==> src/rtl/led_pwm_lbus.sv <==
// Local-bus LED slave: four active-low LEDs with 8-bit PWM brightness and blink gating.
// Latency: register writes land on the write edge; led_n is registered one cycle after the on condition.
// Backpressure: none; every write is accepted in one cycle, and readback is combinational.

package led_pwm_lbus_pkg;
    // Slave view of the local bus. The decode in front of this slave qualifies we
    // and hands over only the word offset inside its 4-word window.
    typedef struct packed {
        logic [1:0]  addr;
        logic [15:0] wdata;
        logic        we;
    } lb_slave_t;
endpackage

module led_pwm_lbus
    import led_pwm_lbus_pkg::*;
#(
    parameter int NUM_CH   = 4,
    parameter int PWM_BITS = 8
) (
    input  logic              lb_clk,
    input  logic              rst_n,
    input  lb_slave_t         xt_lb,
    output logic [15:0]       rdata,
    output logic [NUM_CH-1:0] led_n
);

    // Software-visible (shadow) registers
    logic [PWM_BITS-1:0] r_duty_sh [NUM_CH];
    logic [15:0]         r_prescale;
    logic [15:0]         r_ctrl;

    // Running state
    logic [15:0]         r_pre_cnt;
    logic [PWM_BITS-1:0] r_phase;
    logic [PWM_BITS-1:0] r_duty_act [NUM_CH];
    logic [7:0]          r_blk_cnt;
    logic                r_blink_phase;
    logic [NUM_CH-1:0]   r_led_n;

    logic                w_wr_duty01;
    logic                w_wr_duty23;
    logic                w_wr_pre;
    logic                w_wr_ctrl;
    logic                w_tick;
    logic                w_wrap;
    logic [NUM_CH-1:0]   w_en;
    logic [NUM_CH-1:0]   w_mask;
    logic [7:0]          w_period;
    logic                w_blink_on;
    logic [NUM_CH-1:0]   w_on;

    assign w_wr_duty01 = xt_lb.we && (xt_lb.addr == 2'd0);
    assign w_wr_duty23 = xt_lb.we && (xt_lb.addr == 2'd1);
    assign w_wr_pre    = xt_lb.we && (xt_lb.addr == 2'd2);
    assign w_wr_ctrl   = xt_lb.we && (xt_lb.addr == 2'd3);

    assign w_en     = r_ctrl[3:0];
    assign w_mask   = r_ctrl[7:4];
    assign w_period = r_ctrl[15:8];

    // A PRESCALE write restarts the counters, so it must not also count as a tick/wrap.
    assign w_tick = (r_pre_cnt == r_prescale) && !w_wr_pre;
    assign w_wrap = w_tick && (r_phase == '1);

    // Period 0 means "no blinking": treat blink as always lit, also in the cycle
    // right after the CTRL write before the registered phase is forced.
    assign w_blink_on = r_blink_phase || (w_period == 8'd0);

    // Shadow register writes from the local bus
    always_ff @(posedge lb_clk or negedge rst_n) begin
        if (!rst_n) begin
            for (int i = 0; i < NUM_CH; i++) r_duty_sh[i] <= '0;
            r_prescale <= '0;
            r_ctrl     <= '0;
        end else begin
            if (w_wr_duty01) begin
                r_duty_sh[0] <= xt_lb.wdata[7:0];
                r_duty_sh[1] <= xt_lb.wdata[15:8];
            end
            if (w_wr_duty23) begin
                r_duty_sh[2] <= xt_lb.wdata[7:0];
                r_duty_sh[3] <= xt_lb.wdata[15:8];
            end
            if (w_wr_pre)  r_prescale <= xt_lb.wdata;
            if (w_wr_ctrl) r_ctrl     <= xt_lb.wdata;
        end
    end

    // Prescaler and PWM phase counter; a PRESCALE write restarts both from zero
    always_ff @(posedge lb_clk or negedge rst_n) begin
        if (!rst_n) begin
            r_pre_cnt <= '0;
            r_phase   <= '0;
        end else if (w_wr_pre) begin
            r_pre_cnt <= '0;
            r_phase   <= '0;
        end else if (w_tick) begin
            r_pre_cnt <= '0;
            r_phase   <= r_phase + 1'b1;
        end else begin
            r_pre_cnt <= r_pre_cnt + 16'd1;
        end
    end

    // Active duties reload only at the period boundary so a pulse is never cut short;
    // a write on the same edge is seen at the following wrap (NBA gives the old shadow)
    always_ff @(posedge lb_clk or negedge rst_n) begin
        if (!rst_n) begin
            for (int i = 0; i < NUM_CH; i++) r_duty_act[i] <= '0;
        end else if (w_wrap) begin
            for (int i = 0; i < NUM_CH; i++) r_duty_act[i] <= r_duty_sh[i];
        end
    end

    // Blink divider counts PWM periods and toggles the blink phase every 'period' wraps
    always_ff @(posedge lb_clk or negedge rst_n) begin
        if (!rst_n) begin
            r_blk_cnt     <= '0;
            r_blink_phase <= 1'b0;
        end else if (w_period == 8'd0) begin
            r_blk_cnt     <= '0;
            r_blink_phase <= 1'b1;
        end else if (w_wr_ctrl) begin
            r_blk_cnt     <= '0;
        end else if (w_wrap) begin
            if (r_blk_cnt == (w_period - 8'd1)) begin
                r_blk_cnt     <= '0;
                r_blink_phase <= ~r_blink_phase;
            end else begin
                r_blk_cnt     <= r_blk_cnt + 8'd1;
            end
        end
    end

    // Per-channel on condition: enabled, inside the duty window, and not blanked by blink
    always_comb begin
        w_on = '0;
        for (int i = 0; i < NUM_CH; i++) begin
            w_on[i] = w_en[i] && (r_phase < r_duty_act[i]) && (!w_mask[i] || w_blink_on);
        end
    end

    // Registered active-low LED drive, all off in reset
    always_ff @(posedge lb_clk or negedge rst_n) begin
        if (!rst_n) begin
            r_led_n <= '1;
        end else begin
            r_led_n <= ~w_on;
        end
    end

    assign led_n = r_led_n;

    // Combinational readback of the shadow registers
    always_comb begin
        rdata = '0;
        case (xt_lb.addr)
            2'd0:    rdata = {r_duty_sh[1], r_duty_sh[0]};
            2'd1:    rdata = {r_duty_sh[3], r_duty_sh[2]};
            2'd2:    rdata = r_prescale;
            default: rdata = r_ctrl;
        endcase
    end

endmodule

==> config.mk <==
export PLATFORM = sky130hd
export DESIGN_NAME = led_pwm_lbus
export DESIGN_NICKNAME = d
export VERILOG_FILES = /design/src/rtl/led_pwm_lbus.sv
export SDC_FILE = /design/constraint.sdc
export NUM_CORES = 1
export LEC_CHECK = 0
export CORE_UTILIZATION = 57
export CTS_BUF_LIST = sky130_fd_sc_hd__clkbuf_2
export DETAILED_ROUTE_END_ITERATION = 16
export PLACE_DENSITY = 0.82
export SLEW_MARGIN = 10
export SYNTH_ARGS = -nofsm -noshare
export SYNTH_HDL_FRONTEND = slang
export SYNTH_SLANG_ARGS = --single-unit
==> constraint.sdc <==
create_clock -name lb_clk -period 4.1 [get_ports lb_clk]
set_clock_uncertainty 0.2 [all_clocks]
set_input_delay 0.41 -clock lb_clk [delete_from_list [all_inputs] [get_ports lb_clk]]
set_output_delay 0.41 -clock lb_clk [all_outputs]
set_load 0.01 [all_outputs]
==> flow_summary.ini <==
[setup_path]
startpoint = r_ctrl[12]$_DFFE_PN0P_
critPathArrivalTime_ps = 2320
crit_path_max_fanout = 7
required_ps = 3490
cp-end-kind = output pin
r2r_slack_ps = 1340
critPathKind = reg2out
reg2reg_depth = 7
r2r-end = r_blk_cnt[2]$_DFFE_PN0P_
reg2reg_from = r_ctrl[8]$_DFFE_PN0P_
crit_path_end = rdata[12]
start_kind = flip-flop

[logic_synthesis]
synthCells = 585
syn_avg_cell_area_um2 = 11.7
synth_cell_type_count = 52
syn_nets = 639
yosys.area.top_type = dfrtp_1
syn-cell-area_mm2 = 0.00687
ys_ff_latch = 133
yosysSeqAreaShare_pct = 48.5
ys.flop_type = dfrtp_1
synthArstFlopShare_pct = 100
synth_edf_count = 0
yosysWarnings = 0
synth_area_leaders = dfrtp_1 (47%), mux2_2 (13%), ha_1 (6.0%), mux4_2 (4.9%), xnor2_1 (3.6%)
netlist.area_leader.share_pct = 47.0

[pwr]
clockPowerShare_pct = 27.5
p_leak_nw = 3.49
p_int_mw = 2.11
switching_share_pct = 29.7
total_power_mw = 3.00
power_switching_mw = 0.889
ir_worst_vdd_mv = 0.341
p_seq_share_pct = 54.2
p_comb_share_pct = 18.4
p_per_area_mw_per_mm2 = 389

[floorplan]
die_height_um = 112
num_rows = 39
io_pins = 41
dieArea_mm2 = 0.0125
core-area_mm2 = 0.0116
die_w_um = 112
initial_utilization_pct = 59.4

[run]
maxCapViolCount = 0

[global_routing]
antenna_found_initial = 0
grt_max_degree = 73
gr-total-overflow = 0
grt_util_all_layers_pct = 26.3
grt_pass1_wl_mm = 25.0
grt_pass1_vias = 4807

[min_path]
hold_path.class = in2async

[placed_design]
portBuffers = 40
gp_congestion = 0.844
post-place-ws_ps = 910
hpwl_mm = 11.1

[cells_and_area]
drive_above_1_share_pct = 24.6
antenna_cells = 0
final_util_pct = 66.7
nets = 688
syn_to_final_growth_pct = 12.2

[sta]
final-setup-viol-count = 0
fin_setup_tns_ps = 0
max_freq_ghz = 0.342
hold-worst-slack_ps = 81.9
period_share_pct = 71.4
period_needed_ps = 2930
final.setup.worst_slack_ps = 1170
finalHoldViolations = 0
slew_headroom_pct = 32.8
worst_slew_pin_slew_ps = 1010
rsz0062_at_grt = no
finalMaxSlewViolations = 0

[route]
drt_iter0_markers = 290
dr.pass1.iters = 11
drcViolationCount = 1
routed_via_density = 5.91
vias = 4666
wl_per_cell_um = 18.7
ant_nets = 0
drt_wl_total_mm = 14.8

[clocking]
numCtsBuffers = 17
cts_tree = done
cts_max_level = 4
cts.sinks = 133
cts_buffer_depth = 2
clk_latency_ps = 710
cts-root-buf = clkbuf_2
cts_resized = 0
clk_pin_slew_ps = 200

[outcome]
violations = DRC
status = finished, violations left
-- sequential cells by signal, indices dropped and copies added (netlist names) --
name,cells
led_n,4
r_blink_phase,1
r_blk_cnt,8
r_ctrl,16
r_duty_act,32
r_duty_sh,32
r_phase,8
r_pre_cnt,16
r_prescale,16
-- critical path: stages (launching register included) --
cell and delay, ps:
dfrtp_1 540, mux4_1 550, clkdlybuf4s50_1 500
-- routing by layer --
layer	global-route usage [%]	part of all wire, %
met5	0	0
met1	33.7	43
met4	9.91	1.9
met3	6.37	4.3
met2	43.6	51
-- synth_stat cells (2+ instances only) --
cell type  number
a21o_1         16
a21oi_1         7
a221oi_1        5
a22o_1          4
a31o_2          3
and2_1          3
and3_1          3
and3_2          2
buf_1           2
buf_2           4
buf_4           2
buf_6           2
clkbuf_1       11
dfrtp_1       129
dfstp_2         4
ha_1           33
inv_1          36
mux2_2         81
mux2i_1         2
mux4_2         15
nand2_1        64
nand2b_1       10
nand3_1        17
nand4_1        10
nor2_1         33
nor3_1          4
nor3_4          2
nor4_1          3
o211ai_1        2
o21ai_0         7
or2_2           5
or3_2           2
xnor2_1        28
xor2_1         16
-- power by group through the flow --
stage          Clock (mW)  Combinational, mW  Sequential (mW)
2_1_floorplan           0              0.362             1.57
3_5_place_dp            0              0.552             1.64
5_1_grt             0.904              0.603             1.64
6_report            0.823              0.550             1.62
4_1_cts             0.840              0.556             1.62
3_3_place_gp            0              0.532             1.63
-- stage by stage --
step	std cells	area [µm²]
3_3_place_gp	757	7450
6_report	790	7710
3_5_place_dp	757	7450
4_1_cts	790	7710
2_1_floorplan	585	6870
5_1_grt	790	7710
-- worst min-delay path by stage --
stage / to / slack (ps) / depth (start not counted)
after global routing: r_prescale[12]$_DFFE_PN0P_ / 50 / 3
after global placement: r_pre_cnt[0]$_DFF_PN0_ / 280 / 1
after CTS: r_prescale[6]$_DFFE_PN0P_ / 40 / 3
after floorplan: r_blink_phase$_DFFE_PN0P_ / -90 / 0
after detailed placement: r_duty_act[12]$_DFFE_PN0P_ / 290 / 1
final: r_pre_cnt[4]$_DFF_PN0_ / 80 / 2
-- what timing repair did --
action,in CTS,in global routing
endpoints found under the hold margin,61,0
buffers inserted,0,0
hold buffers,1,0
-- cell families (layout without fill, tap and decap cells) --
logic type,after synthesis,after routing,synth area share [%]
flops,133,133,48.5
xor+xnor,44,44,5.61
buf+inv,57,119,3.52
simple gates,167,167,12.0
fa+ha+maj,33,33,6.01
compound gates,52,52,5.50
mux,99,99,18.9
-- placed cells by master (no fill, tap or decap), types with 5 or more instances in the layout --
master / netlist / layout
a21o_1: 16 / 16
a21oi_1: 7 / 7
a221oi_1: 5 / 5
buf_4: 2 / 9
clkbuf_2: 0 / 19
clkdlybuf4s50_1: 0 / 39
dfrtp_1: 129 / 129
ha_1: 33 / 33
inv_1: 36 / 36
mux2_2: 81 / 81
mux4_2: 15 / 15
nand2_1: 64 / 64
nand2b_1: 10 / 10
nand3_1: 17 / 17
nand4_1: 10 / 10
nor2_1: 33 / 33
o21ai_0: 7 / 7
or2_2: 5 / 5
xnor2_1: 28 / 28
xor2_1: 16 / 16
-- cell type report --
| class | instances | area, µm² |
|---|---|---|
| sequential | 133 | 3330 |
| timing repair buffer | 51 | 508 |
| multi-input combinational | 395 | 3310 |
| clock buffer | 19 | 95.1 |
| clock inverter | 13 | 154 |
| inverter | 36 | 135 |
| tap | 143 | 179 |
| fill | 824 | 3850 |
Power figures use the tool's default switching activity.
